File: config.mk
export PLATFORM = sky130hd
export DESIGN_NAME = ha_serial_add_ctrl
export DESIGN_NICKNAME = d
export VERILOG_FILES = /design/src/rtl/ha_serial_add_ctrl.sv
export SDC_FILE = /design/constraint.sdc
export NUM_CORES = 1
export LEC_CHECK = 0
export BUFFER_PORTS_ARGS = -buffer_cell sky130_fd_sc_hd__clkbuf_2
export CORE_MARGIN = 2
export CORE_UTILIZATION = 50
export DETAILED_ROUTE_END_ITERATION = 10
export HOLD_SLACK_MARGIN = 0.05
export PLACE_DENSITY = 0.79
export SYNTH_ARGS = -nofsm -noshare
export SYNTH_HDL_FRONTEND = slang
export SYNTH_SLANG_ARGS = --single-unit
File: constraint.sdc
create_clock -name clk -period 3.4 [get_ports clk]
set_input_delay 0.17 -clock clk [delete_from_list [all_inputs] [get_ports clk]]
set_output_delay 0.17 -clock clk [all_outputs]
set_load 0.01 [all_outputs]
File: src/rtl/ha_serial_add_ctrl.sv
// rtl/ha_serial_add_ctrl.sv - sequencer driving one external half-adder cell for WIDTH-bit serial addition
module ha_serial_add_ctrl #(
    parameter int WIDTH = 8
) (
    input  logic             clk,
    input  logic             rst_n,
    input  logic             start,
    input  logic [WIDTH-1:0] op_a,
    input  logic [WIDTH-1:0] op_b,
    output logic             ha_a,
    output logic             ha_b,
    input  logic             ha_s,
    input  logic             ha_c,
    output logic             busy,
    output logic             done,
    output logic [WIDTH-1:0] sum,
    output logic             cout
);

    localparam int CW = (WIDTH > 1) ? $clog2(WIDTH) : 1;
    localparam logic [CW-1:0] LAST_BIT = CW'(WIDTH - 1);

    typedef enum logic [1:0] {
        S_IDLE = 2'd0,
        S_RUN  = 2'd1,
        S_DONE = 2'd2
    } state_t;

    state_t            state_q, state_d;
    logic [WIDTH-1:0]  a_q, b_q, p_q, p_d, sum_q;
    logic [CW-1:0]     bit_q;
    logic              phase_q, carry_q, carry_d, s1_q, c1_q, cout_q;
    logic              accept, last_step;
    logic [WIDTH-1:0]  a_sh, b_sh;

    // Operand bit selected by the counter; shifting avoids an out-of-range index.
    assign a_sh = a_q >> bit_q;
    assign b_sh = b_q >> bit_q;

    // A start is only honoured when no sum is in flight.
    assign accept    = start && ((state_q == S_IDLE) || (state_q == S_DONE));
    assign last_step = (state_q == S_RUN) && phase_q && (bit_q == LAST_BIT);

    // Second pass folds the two partial carries and places the final sum bit.
    assign carry_d = c1_q | ha_c;
    assign p_d     = p_q | (WIDTH'(ha_s) << bit_q);

    assign sum  = sum_q;
    assign cout = cout_q;

    // State register.
    always_ff @(posedge clk or negedge rst_n) begin
        if (!rst_n) begin
            state_q <= S_IDLE;
        end else begin
            state_q <= state_d;
        end
    end

    // Next-state: IDLE/DONE accept a start, RUN ends after the last bit's second pass.
    always_comb begin
        state_d = state_q;
        case (state_q)
            S_IDLE:  if (start) state_d = S_RUN;
            S_RUN:   if (last_step) state_d = S_DONE;
            S_DONE:  state_d = start ? S_RUN : S_IDLE;
            default: state_d = S_IDLE;
        endcase
    end

    // Outputs: cell inputs are parked at zero outside RUN so the shared cell stays quiet.
    always_comb begin
        ha_a = 1'b0;
        ha_b = 1'b0;
        busy = 1'b0;
        done = 1'b0;
        case (state_q)
            S_RUN: begin
                busy = 1'b1;
                if (phase_q) begin
                    ha_a = s1_q;
                    ha_b = carry_q;
                end else begin
                    ha_a = a_sh[0];
                    ha_b = b_sh[0];
                end
            end
            S_DONE:  done = 1'b1;
            default: ;
        endcase
    end

    // Datapath: operand capture, per-phase cell sampling and result commit.
    always_ff @(posedge clk or negedge rst_n) begin
        if (!rst_n) begin
            a_q     <= '0;
            b_q     <= '0;
            p_q     <= '0;
            bit_q   <= '0;
            phase_q <= 1'b0;
            carry_q <= 1'b0;
            s1_q    <= 1'b0;
            c1_q    <= 1'b0;
            sum_q   <= '0;
            cout_q  <= 1'b0;
        end else if (accept) begin
            a_q     <= op_a;
            b_q     <= op_b;
            p_q     <= '0;
            bit_q   <= '0;
            phase_q <= 1'b0;
            carry_q <= 1'b0;
        end else if (state_q == S_RUN) begin
            if (!phase_q) begin
                s1_q    <= ha_s;
                c1_q    <= ha_c;
                phase_q <= 1'b1;
            end else begin
                p_q     <= p_d;
                carry_q <= carry_d;
                phase_q <= 1'b0;
                if (bit_q == LAST_BIT) begin
                    sum_q  <= p_d;
                    cout_q <= carry_d;
                end else begin
                    bit_q <= bit_q + CW'(1);
                end
            end
        end
    end

endmodule

==> run metrics <==
Ports=34; CP endpoint kind=output pin; status=finished, final reports clean; Met1 Routed Length=roughly 1.5 mm; gr usage total=18.4%; drt initial violations=60; average cell area after synthesis=10.2 um2; Synth top area share=56.4%; RSZ-0062 raised after global routing=no; detailed-route via count=1,379; PortBufs=33; Multi-input gate area=756 um2; pwr dens=924 mW/mm2; DRC viols=0; Mapped Cells=about 180; vias in the first global route=1,368; largest net degree at the start of global routing=43; WL per Instance=12.8 um; worst hold margin=40.1 ps; flop2flop setup slack=1290 ps; Layout fillers=352; simple-gate share of the synthesized area=21.4%; crit path launch type=flop; floorplan row count=22; post-synthesis adder-cell area fraction=1.34%; leakage power=1.08 nW; Setup CP Type=reg2out; CTS Hold Bufs=0; internal cell power=approximately 0.0012 W; most common cell after layout, fill and taps aside=nand2_1; mux cell area share after synthesis=roughly 4.7%; TNS Setup=0 ps; synthesized flop and latch total=42; data arrival time of the worst path=a little over 2000 ps; Worst Hold Class=in2async; max-cap violation count=0; Die Span Y=65.0 um; combinational share of power=37.2%; Synth Warn #=0; Via density=around 5.3; Worst VDD drop=0.000408 V; GP Congestion=around 0.7; most frequent cells in the layout=60 x nand2_1, 42 x dfrtp_1, 33 x clkbuf_2, 9 x o21ai_1, 7 x nor2_1; Nets=237; Critical Path End=ha_a; Yosys cell types=32; Area contributors post-synth=dfrtp_1 56%, nand2_1 12%, a22o_1 2.8%; # setup viols final=0; worst reg2reg path depth=5; die footprint=0.00423 mm2; sequential cell area=0.00105 mm2; Clk pin slew, worst setup/hold paths=70 ps; CP Data Required Time=3230 ps; Layout Skew=between 3 and 4 ps; First-pass DRT Iterations=4; xor/xnor share of the synthesized area=less than 1%; reg-to-reg startpoint=bit_q[0]; CTS tree=built; Synthesized Nets=just over 200; Reg power frac=47.0%; Clock Power Share=around 16%; ratio of cells with drive above 1 in the final layout=slightly above 20%; DRT Wirelength=between 3 and 4 mm; Die X=65.0 um; final hold vios=0; area leader, netlist=dfrtp_1; Final Critical Period=about 2200 ps; total CTS buffers=5; Routed Antenna Nets=0; DR WL met3=130 um; core area=0.00363 mm2; clk buf depth=2; Switch Pwr=0.000716 W; Rel. slew slack=32.0%; P&R area growth vs syn=14.1%; initial antenna violation count=0; worst setup path start=bit_q[0]; Root Driver=clkbuf_8; maximum fanout along the worst path=19; number of H-tree levels=2; Place WS=about 1300 ps; Tcrit/Tclk final=64.5%; min setup slack post-route=approximately 1200 ps; sequential-to-total area share from yosys stat=56.4%; total grt overflow=0; n_diodes=0; # resized after CTS=0; fmax=456 MHz; switching share of total power=between 30% and 40%; Top Metal Used=met4; met2 wire len=about 1.6 mm; first-pass GRT wire length=between 5 and 6 mm; Pins Over Slew Limit=0; synthesized cell area=0.00186 mm2; Worst-Margin Slew=1020 ps; Reg-to-Reg End=sum[7]; main combinational cell family by area after synthesis=simple AND/OR/NAND/NOR gates; DP HPWL=2.31 mm; clk sinks=42; postcts setup bufs=0; Initial Util=between 50% and 60%; fraction of the mapped netlist area in compound gates=12.7%; clk_lat worst skew=slightly below 300 ps
[logic make-up (layout without fill, tap and decap cells)]
group | after synthesis | in the layout
simple gates | 87 | 87
flops | 42 | 42
compound gates | 34 | 34
buf+inv | 11 | 41
mux | 6 | 6
fa+ha+maj | 2 | 2
xor+xnor | 1 | 1
[synthesized netlist by cell type, drive strengths merged]
cell type / n
inv: 1
and4bb: 1
mux4: 2
a211oi: 2
mux2i: 2
nor2b: 6
o21ai: 11
a21bo: 1
mux2: 2
o41ai: 2
a21oi: 3
a31oi: 4
nand2b: 3
a41oi: 1
and2b: 6
clkbuf: 3
nand2: 60
a32o: 2
a2111oi: 2
ha: 2
and3b: 1
and3: 1
nor2: 7
buf: 7
and2: 1
nand4b: 1
dfrtp: 42
xnor2: 1
a22o: 6
[per-stage QoR]
| step | cells | utilization [%] | power [W] | instance area (um2) |
|---|---|---|---|---|
| after detailed placement | 255 | 56.2 | 0.00168 | 2040 |
| final | 261 | 58.5 | 0.00196 | 2130 |
| after global placement | 255 | 56.2 | 0.00164 | 2040 |
| after floorplan | 183 | - | 0.00146 | 1860 |
| after global routing | 261 | 58.5 | 0.00215 | 2130 |
| after CTS | 261 | 58.5 | 0.00199 | 2130 |
[layout make-up]
class	instances	share of cell area [%]
inverter	1	0.177
clock buffer	6	3.88
sequential	42	49.4
timing repair buffer	34	8.12
tap	48	2.83
multi-input combinational	130	35.6
[how the worst min path moves through the flow]
stage,to,slack [ps],cells after the start,startpoint
3_5_place_dp,a_q[2],360,3,op_a[2]
3_3_place_gp,b_q[7],360,3,op_b[7]
4_1_cts,a_q[2],60,3,op_a[2]
6_report,cout,40,1,rst_n
2_1_floorplan,a_q[0],-130,0,rst_n
5_1_grt,b_q[7],70,3,op_b[7]
[routing by layer]
layer	vias to the layer above	global-route usage, %
met5	-	0
met4	0	8.59
met3	6	4.34
met2	29	32.0
met1	657	21.5
li1	687	-
[registers in the layout (all words and copies together) (netlist names)]
| register | flops |
|---|---|
| carry_q | 1 |
| state_q | 2 |
| phase_q | 1 |
| sum | 8 |
| bit_q | 3 |
| a_q | 8 |
| b_q | 8 |
| c1_q | 1 |
| cout | 1 |
| p_q | 8 |
| s1_q | 1 |
[critical path, cell delays in order (launching register included)]
cell,delay (ps)
dfrtp_1,700
mux4_2,330
nor2b_1,50
o41ai_1,430
clkbuf_2,210
[power by group through the flow]
stage                     registers, W  clock network (W)  logic, W
after floorplan               0.000873                  0  0.000585
after global placement        0.000924                  0  0.000719
after detailed placement      0.000937                  0  0.000741
after CTS                     0.000928           0.000320  0.000743
after global routing          0.000965           0.000341  0.000843
final                         0.000924           0.000310  0.000730
Note: power is estimated with default switching activity, not from simulation.
